## src/rtl/cnn_pkg.sv

```systemverilog
`default_nettype none
// +----------------------------------------------------------------------+
// | cnn_pkg: pooling geometry and window element indices                 |
// | Rev 1.0                                                              |
// +----------------------------------------------------------------------+
package cnn_pkg;

   localparam int POOL_K      = 2;
   localparam int POOL_STRIDE = 2;
   localparam int POOL_LEN    = POOL_K * POOL_K;

   // Element slots inside a packed window, shared with the max reducer.
   localparam int TL = 0;
   localparam int TR = 1;
   localparam int BL = 2;
   localparam int BR = 3;

   localparam int PIXEL_W = 8;
   typedef logic signed [PIXEL_W-1:0] pixel_t;

endpackage
`default_nettype wire

```

## src/rtl/pool_line_buffer.sv

```systemverilog
`default_nettype none
// +----------------------------------------------------------------------+
// | pool_line_buffer: one-row store, one write port, two async reads     |
// | Rev 1.0                                                              |
// +----------------------------------------------------------------------+
module pool_line_buffer #(
   parameter int DEPTH = 28,
   parameter int WIDTH = 8,
   parameter int AW    = 5
) (
   input  logic             clk,
   input  logic             i_we,
   input  logic [AW-1:0]    i_waddr,
   input  logic [WIDTH-1:0] i_wdata,
   input  logic [AW-1:0]    i_raddr0,
   output logic [WIDTH-1:0] o_rdata0,
   input  logic [AW-1:0]    i_raddr1,
   output logic [WIDTH-1:0] o_rdata1
);

   logic [WIDTH-1:0] r_mem [DEPTH];

   always_ff @(posedge clk) begin
      if (i_we) begin
         r_mem[i_waddr] <= i_wdata;
      end
   end

   assign o_rdata0 = r_mem[i_raddr0];
   assign o_rdata1 = r_mem[i_raddr1];

endmodule
`default_nettype wire

```

## src/rtl/pool_window_gen.sv

```systemverilog
`default_nettype none
// +----------------------------------------------------------------------+
// | pool_window_gen: raster pixel stream -> packed 2x2 stride-2 windows  |
// | Rev 1.0                                                              |
// +----------------------------------------------------------------------+
module pool_window_gen
   import cnn_pkg::*;
#(
   parameter int BITWIDTH = 8,
   parameter int IMG_W    = 28,
   parameter int IMG_H    = 28
) (
   input  logic                         clk,
   input  logic                         rst_n,
   input  logic [BITWIDTH-1:0]          in_data,
   input  logic                         in_valid,
   output logic                         in_ready,
   output logic [POOL_LEN*BITWIDTH-1:0] out_data,
   output logic                         out_valid,
   input  logic                         out_ready,
   output logic                         out_last
);

   localparam int CW = $clog2(IMG_W);
   localparam int RW = $clog2(IMG_H);
   localparam logic [CW-1:0] c_COL_LAST = CW'(IMG_W - 1);
   localparam logic [RW-1:0] c_ROW_LAST = RW'(IMG_H - 1);

   if (IMG_W < 2 || (IMG_W % 2) != 0) begin : g_bad_img_w
      $error("pool_window_gen: IMG_W must be even and >= 2");
   end
   if (IMG_H < 2 || (IMG_H % 2) != 0) begin : g_bad_img_h
      $error("pool_window_gen: IMG_H must be even and >= 2");
   end

   logic [CW-1:0]                r_col;
   logic [RW-1:0]                r_row;
   logic [BITWIDTH-1:0]          r_hold;
   logic [POOL_LEN*BITWIDTH-1:0] r_out_data;
   logic                         r_out_valid;
   logic                         r_out_last;

   logic                w_accept;
   logic                w_emit;
   logic                w_col_end;
   logic                w_frame_end;
   logic [CW-1:0]       w_addr_left;
   logic [BITWIDTH-1:0] w_top_left;
   logic [BITWIDTH-1:0] w_top_right;

   assign in_ready    = !r_out_valid || out_ready;
   assign w_accept    = in_valid && in_ready;
   assign w_col_end   = (r_col == c_COL_LAST);
   assign w_frame_end = w_col_end && (r_row == c_ROW_LAST);
   // Bottom-right pixel of a window: odd row, odd column.
   assign w_emit      = w_accept && r_row[0] && r_col[0];
   assign w_addr_left = r_col - 1'b1;

   pool_line_buffer #(
      .DEPTH (IMG_W),
      .WIDTH (BITWIDTH),
      .AW    (CW)
   ) u_line_buffer (
      .clk      (clk),
      .i_we     (w_accept && !r_row[0]),
      .i_waddr  (r_col),
      .i_wdata  (in_data),
      .i_raddr0 (w_addr_left),
      .o_rdata0 (w_top_left),
      .i_raddr1 (r_col),
      .o_rdata1 (w_top_right)
   );

   always_ff @(posedge clk) begin
      if (!rst_n) begin
         r_col       <= '0;
         r_row       <= '0;
         r_hold      <= '0;
         r_out_data  <= '0;
         r_out_valid <= 1'b0;
         r_out_last  <= 1'b0;
      end else begin
         if (w_accept) begin
            if (w_col_end) begin
               r_col <= '0;
               r_row <= (r_row == c_ROW_LAST) ? '0 : r_row + 1'b1;
            end else begin
               r_col <= r_col + 1'b1;
            end
            if (r_row[0] && !r_col[0]) begin
               r_hold <= in_data;
            end
         end
         // A fresh window wins over a concurrent consume, so no bubble.
         if (w_emit) begin
            r_out_data[TL*BITWIDTH +: BITWIDTH] <= w_top_left;
            r_out_data[TR*BITWIDTH +: BITWIDTH] <= w_top_right;
            r_out_data[BL*BITWIDTH +: BITWIDTH] <= r_hold;
            r_out_data[BR*BITWIDTH +: BITWIDTH] <= in_data;
            r_out_valid                         <= 1'b1;
            r_out_last                          <= w_frame_end;
         end else if (out_ready) begin
            r_out_valid <= 1'b0;
            r_out_last  <= 1'b0;
         end
      end
   end

   assign out_data  = r_out_data;
   assign out_valid = r_out_valid;
   assign out_last  = r_out_last;

endmodule
`default_nettype wire

```

## config.mk

```make
export PLATFORM = sky130hd
export DESIGN_NAME = pool_window_gen
export DESIGN_NICKNAME = d
export VERILOG_FILES = /design/src/rtl/cnn_pkg.sv /design/src/rtl/pool_line_buffer.sv /design/src/rtl/pool_window_gen.sv
export SDC_FILE = /design/constraint.sdc
export NUM_CORES = 1
export LEC_CHECK = 0
export BUFFER_PORTS_ARGS = -buffer_cell sky130_fd_sc_hd__buf_2
export CORE_MARGIN = 2
export CORE_UTILIZATION = 40
export CTS_CLUSTER_SIZE = 40
export DETAILED_ROUTE_END_ITERATION = 8
export HOLD_SLACK_MARGIN = 0.05
export PLACE_DENSITY_LB_ADDON = 0.25
export SYNTH_ARGS = -nofsm -noshare
export SYNTH_HDL_FRONTEND = slang
export SYNTH_SLANG_ARGS = --single-unit
```

## constraint.sdc

```tcl
create_clock -name clk -period 2.83 [get_ports clk]
set_input_delay 0.283 -clock clk [delete_from_list [all_inputs] [get_ports clk]]
set_output_delay 0.283 -clock clk [all_outputs]
set_load 0.05 [all_outputs]
```

## Word-level counts from Yosys, hierarchy flattened

Memory sizes are Yosys's and may differ from the RTL's. A register that Yosys moved wholly into a read port is not among the register bits.
Index checks and enable logic that the tools add are counted.

| operators by class | value |
|---|---|
| $add $sub $neg | 3 |
| eq/ne operators | 2 |
| mux-type cells | 7 |
| reductions and logical operators | 15 |

Operators with widths:

| cell | count |
|---|---|
| 5-bit by 1-bit adder with 5-bit output, second input constant | 2 |
| 5-bit equality test, second input constant | 2 |
| 5-bit 2-to-1 mux | 2 |
| 1-bit logical AND | 6 |
| 1-bit logical NOT | 5 |
| 1-bit 2-to-1 mux | 5 |
| 5-bit by 1-bit subtractor with 5-bit output, second input constant | 1 |
| 2-bit AND reduction | 2 |
| 2-bit nonzero test | 1 |
| 1-bit logical OR | 1 |

| storage, ports and cells | value |
|---|---|
| flip-flop bits (word level) | 52 |
| memory bits (writable) | 224 |
| bits of input ports | 12 |
| output and inout bits | 35 |
| memories kept | 1 |

Memories:

| name | words | width | rd ports | clocked after memory_dff | write ports | RTL line | RTL |
|---|---|---|---|---|---|---|---|
| u_line_buffer.r_mem | 28 | 8 | 2 | 2 | 1 | pool_line_buffer.sv:21 | `logic [WIDTH-1:0] r_mem [DEPTH];` |

## Depth between registers and ports, before layout

| logic depth | value |
|---|---|
| depth in word-level cells | 6 |
| gate-level depth with buffers | 12 |
| gate-level depth less buffers | 7 |

## By module

From an unflattened synthesis, not the netlist that was laid out.

| unflattened totals | value |
|---|---|
| cell total of the unflattened synthesis | 915 |
| area, all modules | 12921.1 sq um |

Modules (own cells, without submodules):

| module | times used | cells an instance | area an instance (sq um) | seq. area each (sq um) |
|---|---|---|---|---|
| pool_line_buffer | 1 | 671 | 10749.1 | 6726.5 |
| pool_window_gen | 1 | 244 | 2172.1 | 1041.0 |

## Least setup slack after synthesis

OpenSTA, ideal clock, no wires.

| timing | value |
|---|---|
| kind | flip-flop to flip-flop |
| start point | reg r_col[1] |
| end point | reg r_out_data[6] (netlist: out_data[6]), read port of u_line_buffer.r_mem |
| library setup time | 0.137 ns |
| arrival time | 2.612 ns |
| setup slack | 0.082 ns |
| cell stages (with the launch flop) | 13 |
| buffers on the path | 6 |
| cell sequence | dfxtp_1 > buf_6 > buf_4 > buf_6 > buf_4 > inv_1 > ha_1 > clkbuf_4 > clkbuf_1 > mux4_2 > mux2i_1 > o22a_1 > a31oi_1 |

| on the way | value |
|---|---|
| word-level cells in the longest chain between the ends | 1 |

Ends and longest elaborated chain:

| what | RTL line | RTL |
|---|---|---|
| start: declaration | pool_window_gen.sv:36 | `logic [CW-1:0] r_col;` |
| start signal: assignment | pool_window_gen.sv:88 | `r_col <= r_col + 1'b1;` |
| 5-bit by 1-bit subtractor with 5-bit output | pool_window_gen.sv:57 | `assign w_addr_left = r_col - 1'b1;` |
| end: declaration | pool_window_gen.sv:39 | `logic [POOL_LEN*BITWIDTH-1:0] r_out_data;` |

Every way passes these cells.
A chain may end at the register's enable or synchronous reset.

==> metrics.txt <==
Pwr Density=646 mW/mm^2; Synth Area in XOR/XNOR=0.00335; setup slack, reg-to-reg=about 0.33 ns; H-tree depth=2; number of global-route vias before repair=7,498; Max Root-Sink Buffers=3; max cap viols=0; Synth cell types=61; Core Area=approximately 0.031 sq mm; post-synthesis async set-or-reset flop share=0; Post-synth EDFFs=roughly 220; hold_ws=0.0742 ns; fmax=400 MHz; nets@finish=908; outcome=finished, final reports clean; first-pass GRT wire length=49,100 um; Layout fillers=2,714; critical path class=reg -> reg; adder-cell share of the synthesized area=0.00492; final estimated routing congestion in global placement=0.861; Area growth, synth to finish=15.1%; I/O pin cnt=47; largest family of logic cells by synthesized area=multiplexers; Clock Skew=0.0285 ns; CTS buffer count=34; ant diodes=0; cts hold-fix bufs=0; hold path cells=3; die span in y=182 um; largest net degree at the start of global routing=65; number of cell rows=65; cell area after placement=0.0136 sq mm; register area=around 0.008 sq mm; Register-to-Register Path Depth=5; Mapped Area=approximately 0.013 sq mm; fin worst setup slack=0.333 ns; CP Capture Type=flop; die area=0.0332 sq mm; Synth top area share=0.529; 1st-pass router iterations=5; Synth Area in Compound Gates=0.0662; Synth area leader=edfxtp_1; commonest non-fill, non-tap cell in the layout=edfxtp_1; Final Hold Vio Count=0; simple-gate share of the synthesized area=0.0651; mux contribution to synthesized area=0.222; hold_sp=out_ready; syn_area_per_cell=15.8 sq um; clock sinks=~280; routed vias/inst=5.86; Setup Viol. Count Final=0; post-route cell area=0.0146 sq mm; antenna violations before repair=0; Worst-path clk slew=0.06 ns; min-delay worst type=in -> reg; Final HPWL DP=21,500 um; Crit Path Max Fanout=16; port bufs=46; Max IR drop VDD=0.338 mV; Root Buffer=clkbuf_16; vias=just under 8,000; CP Data Required Time=3.23 ns; ANT nets after route=0; worst r2r src=r_col[2]$_SDFFE_PN0N_; Clock Latency Late Sink=0.50 ns; GRT Util Overall=0.201; min Tclk post-route=around 2.5 ns; slew margin rel.=0.400; worst-margin pin slew=between 0.8 and 0.9 ns; Setup TNS=0 ns; layout cells sized above 1=0.284; DR WL/cell=24.9 um; drt drc=0; CP Launch Type=flop; CTS tree=done; Worst EP arrival=2.90 ns; Net Count, Synth=821; Routed WL=32,800 um; Crit. Startpoint=r_col[2]$_SDFFE_PN0N_; area occupied by multi-input gates=between 0.004 and 0.005 sq mm; pre-CTS setup slack=0.414 ns; most frequent cells in the layout=224 x edfxtp_1, 90 x mux4_2, 69 x mux2i_1; synthesized instance count=804; register area share after synthesis=0.611; Ys Warns=0; crit share post-route=0.882; post-cts sizing count=0; largest cells by area after synthesis=edfxtp_1 53%, mux4_2 16%, dfxtp_1 8.2%; Leak=4.93 nW; Initial Utilization=0.405; Synth Register Bits=about 280; 1st-iter DRT viols=794; residual overflow from global routing=0; chip width=182 um; Post CTS Setup Buffer Count=0; Pins Over Slew Limit=0; Post-synth top flop=edfxtp_1; RSZ-0062 raised after global routing=false
-- Yosys cell counts (11+ instances only) --
cell / n
edfxtp_1: 224
mux4_2: 90
mux2i_1: 69
nand2_1: 62
dfxtp_1: 52
nor2_1: 44
a21boi_0: 18
nor2b_1: 17
o21ai_0: 17
a21oi_1: 16
clkbuf_1: 16
buf_2: 13
a22oi_1: 12
buf_4: 11
nand3_1: 11
-- kinds of logic (layout without fill, tap and decap cells) --
kind of cell	after synthesis	after routing
AOI/OAI and AO/OA	119	119
buffers and inverters	59	169
muxes	168	168
and+or+nand+nor	173	173
DFF	276	276
adders and majority gates	5	5
xor gates and xnor gates	4	4
-- final timing paths --
path,to
setup reg to reg,out_data[15]$_SDFFE_PN0P_
setup / recovery,out_data[15]$_SDFFE_PN0P_
hold reg to reg,out_data[26]$_SDFFE_PN0P_
hold / removal,out_last$_SDFFE_PN0P_
-- critical path, cell delays in order, from the launching register on --
cell and delay, ns:
dfxtp_1 0.90, and2_1 0.61, a22oi_1 0.20, a21oi_1 0.28, nor2_1 0.12, a32o_1 0.27
-- metal layers --
metal	vias up	part of all wire	GRT usage
li1	3388	-	-
met4	0	0.027	0.0606
met2	274	0.47	0.320
met5	-	0	0
met1	4008	0.44	0.286
met3	45	0.062	0.0311
-- state kept, by name, indices dropped and copies added (netlist names) --
register,flops
out_valid,1
r_col,5
u_line_buffer.r_mem,224
r_hold,8
out_last,1
r_row,5
out_data,32
-- area by class of cell --
type / count / area share
sequential: 276 / 0.532
multi-input combinational: 469 / 0.315
clock inverter: 18 / 0.00753
inverter: 7 / 0.00180
timing repair buffer: 103 / 0.0484
clock buffer: 41 / 0.0614
tap: 402 / 0.0344
-- power by group --
| part | switching [W] | total, W | leakage, nW | internal (W) |
|---|---|---|---|---|
| registers | 0.0000144 | 0.00443 | 2.44 | 0.00441 |
| clock network | 0.00159 | 0.00393 | 0.497 | 0.00234 |
| logic | 0.000607 | 0.00109 | 1.99 | 0.000482 |
-- metrics by stage --
| step | power, W | cells | utilization |
|---|---|---|---|
| 3_3_place_gp | 0.00560 | 1257 | 0.434 |
| 2_1_floorplan | 0.00525 | 804 | - |
| 4_1_cts | 0.00953 | 1316 | 0.466 |
| 6_report | 0.00945 | 1316 | 0.466 |
| 3_5_place_dp | 0.00559 | 1257 | 0.434 |
| 5_1_grt | 0.00975 | 1316 | 0.466 |
(Power assumes the default switching activity.)
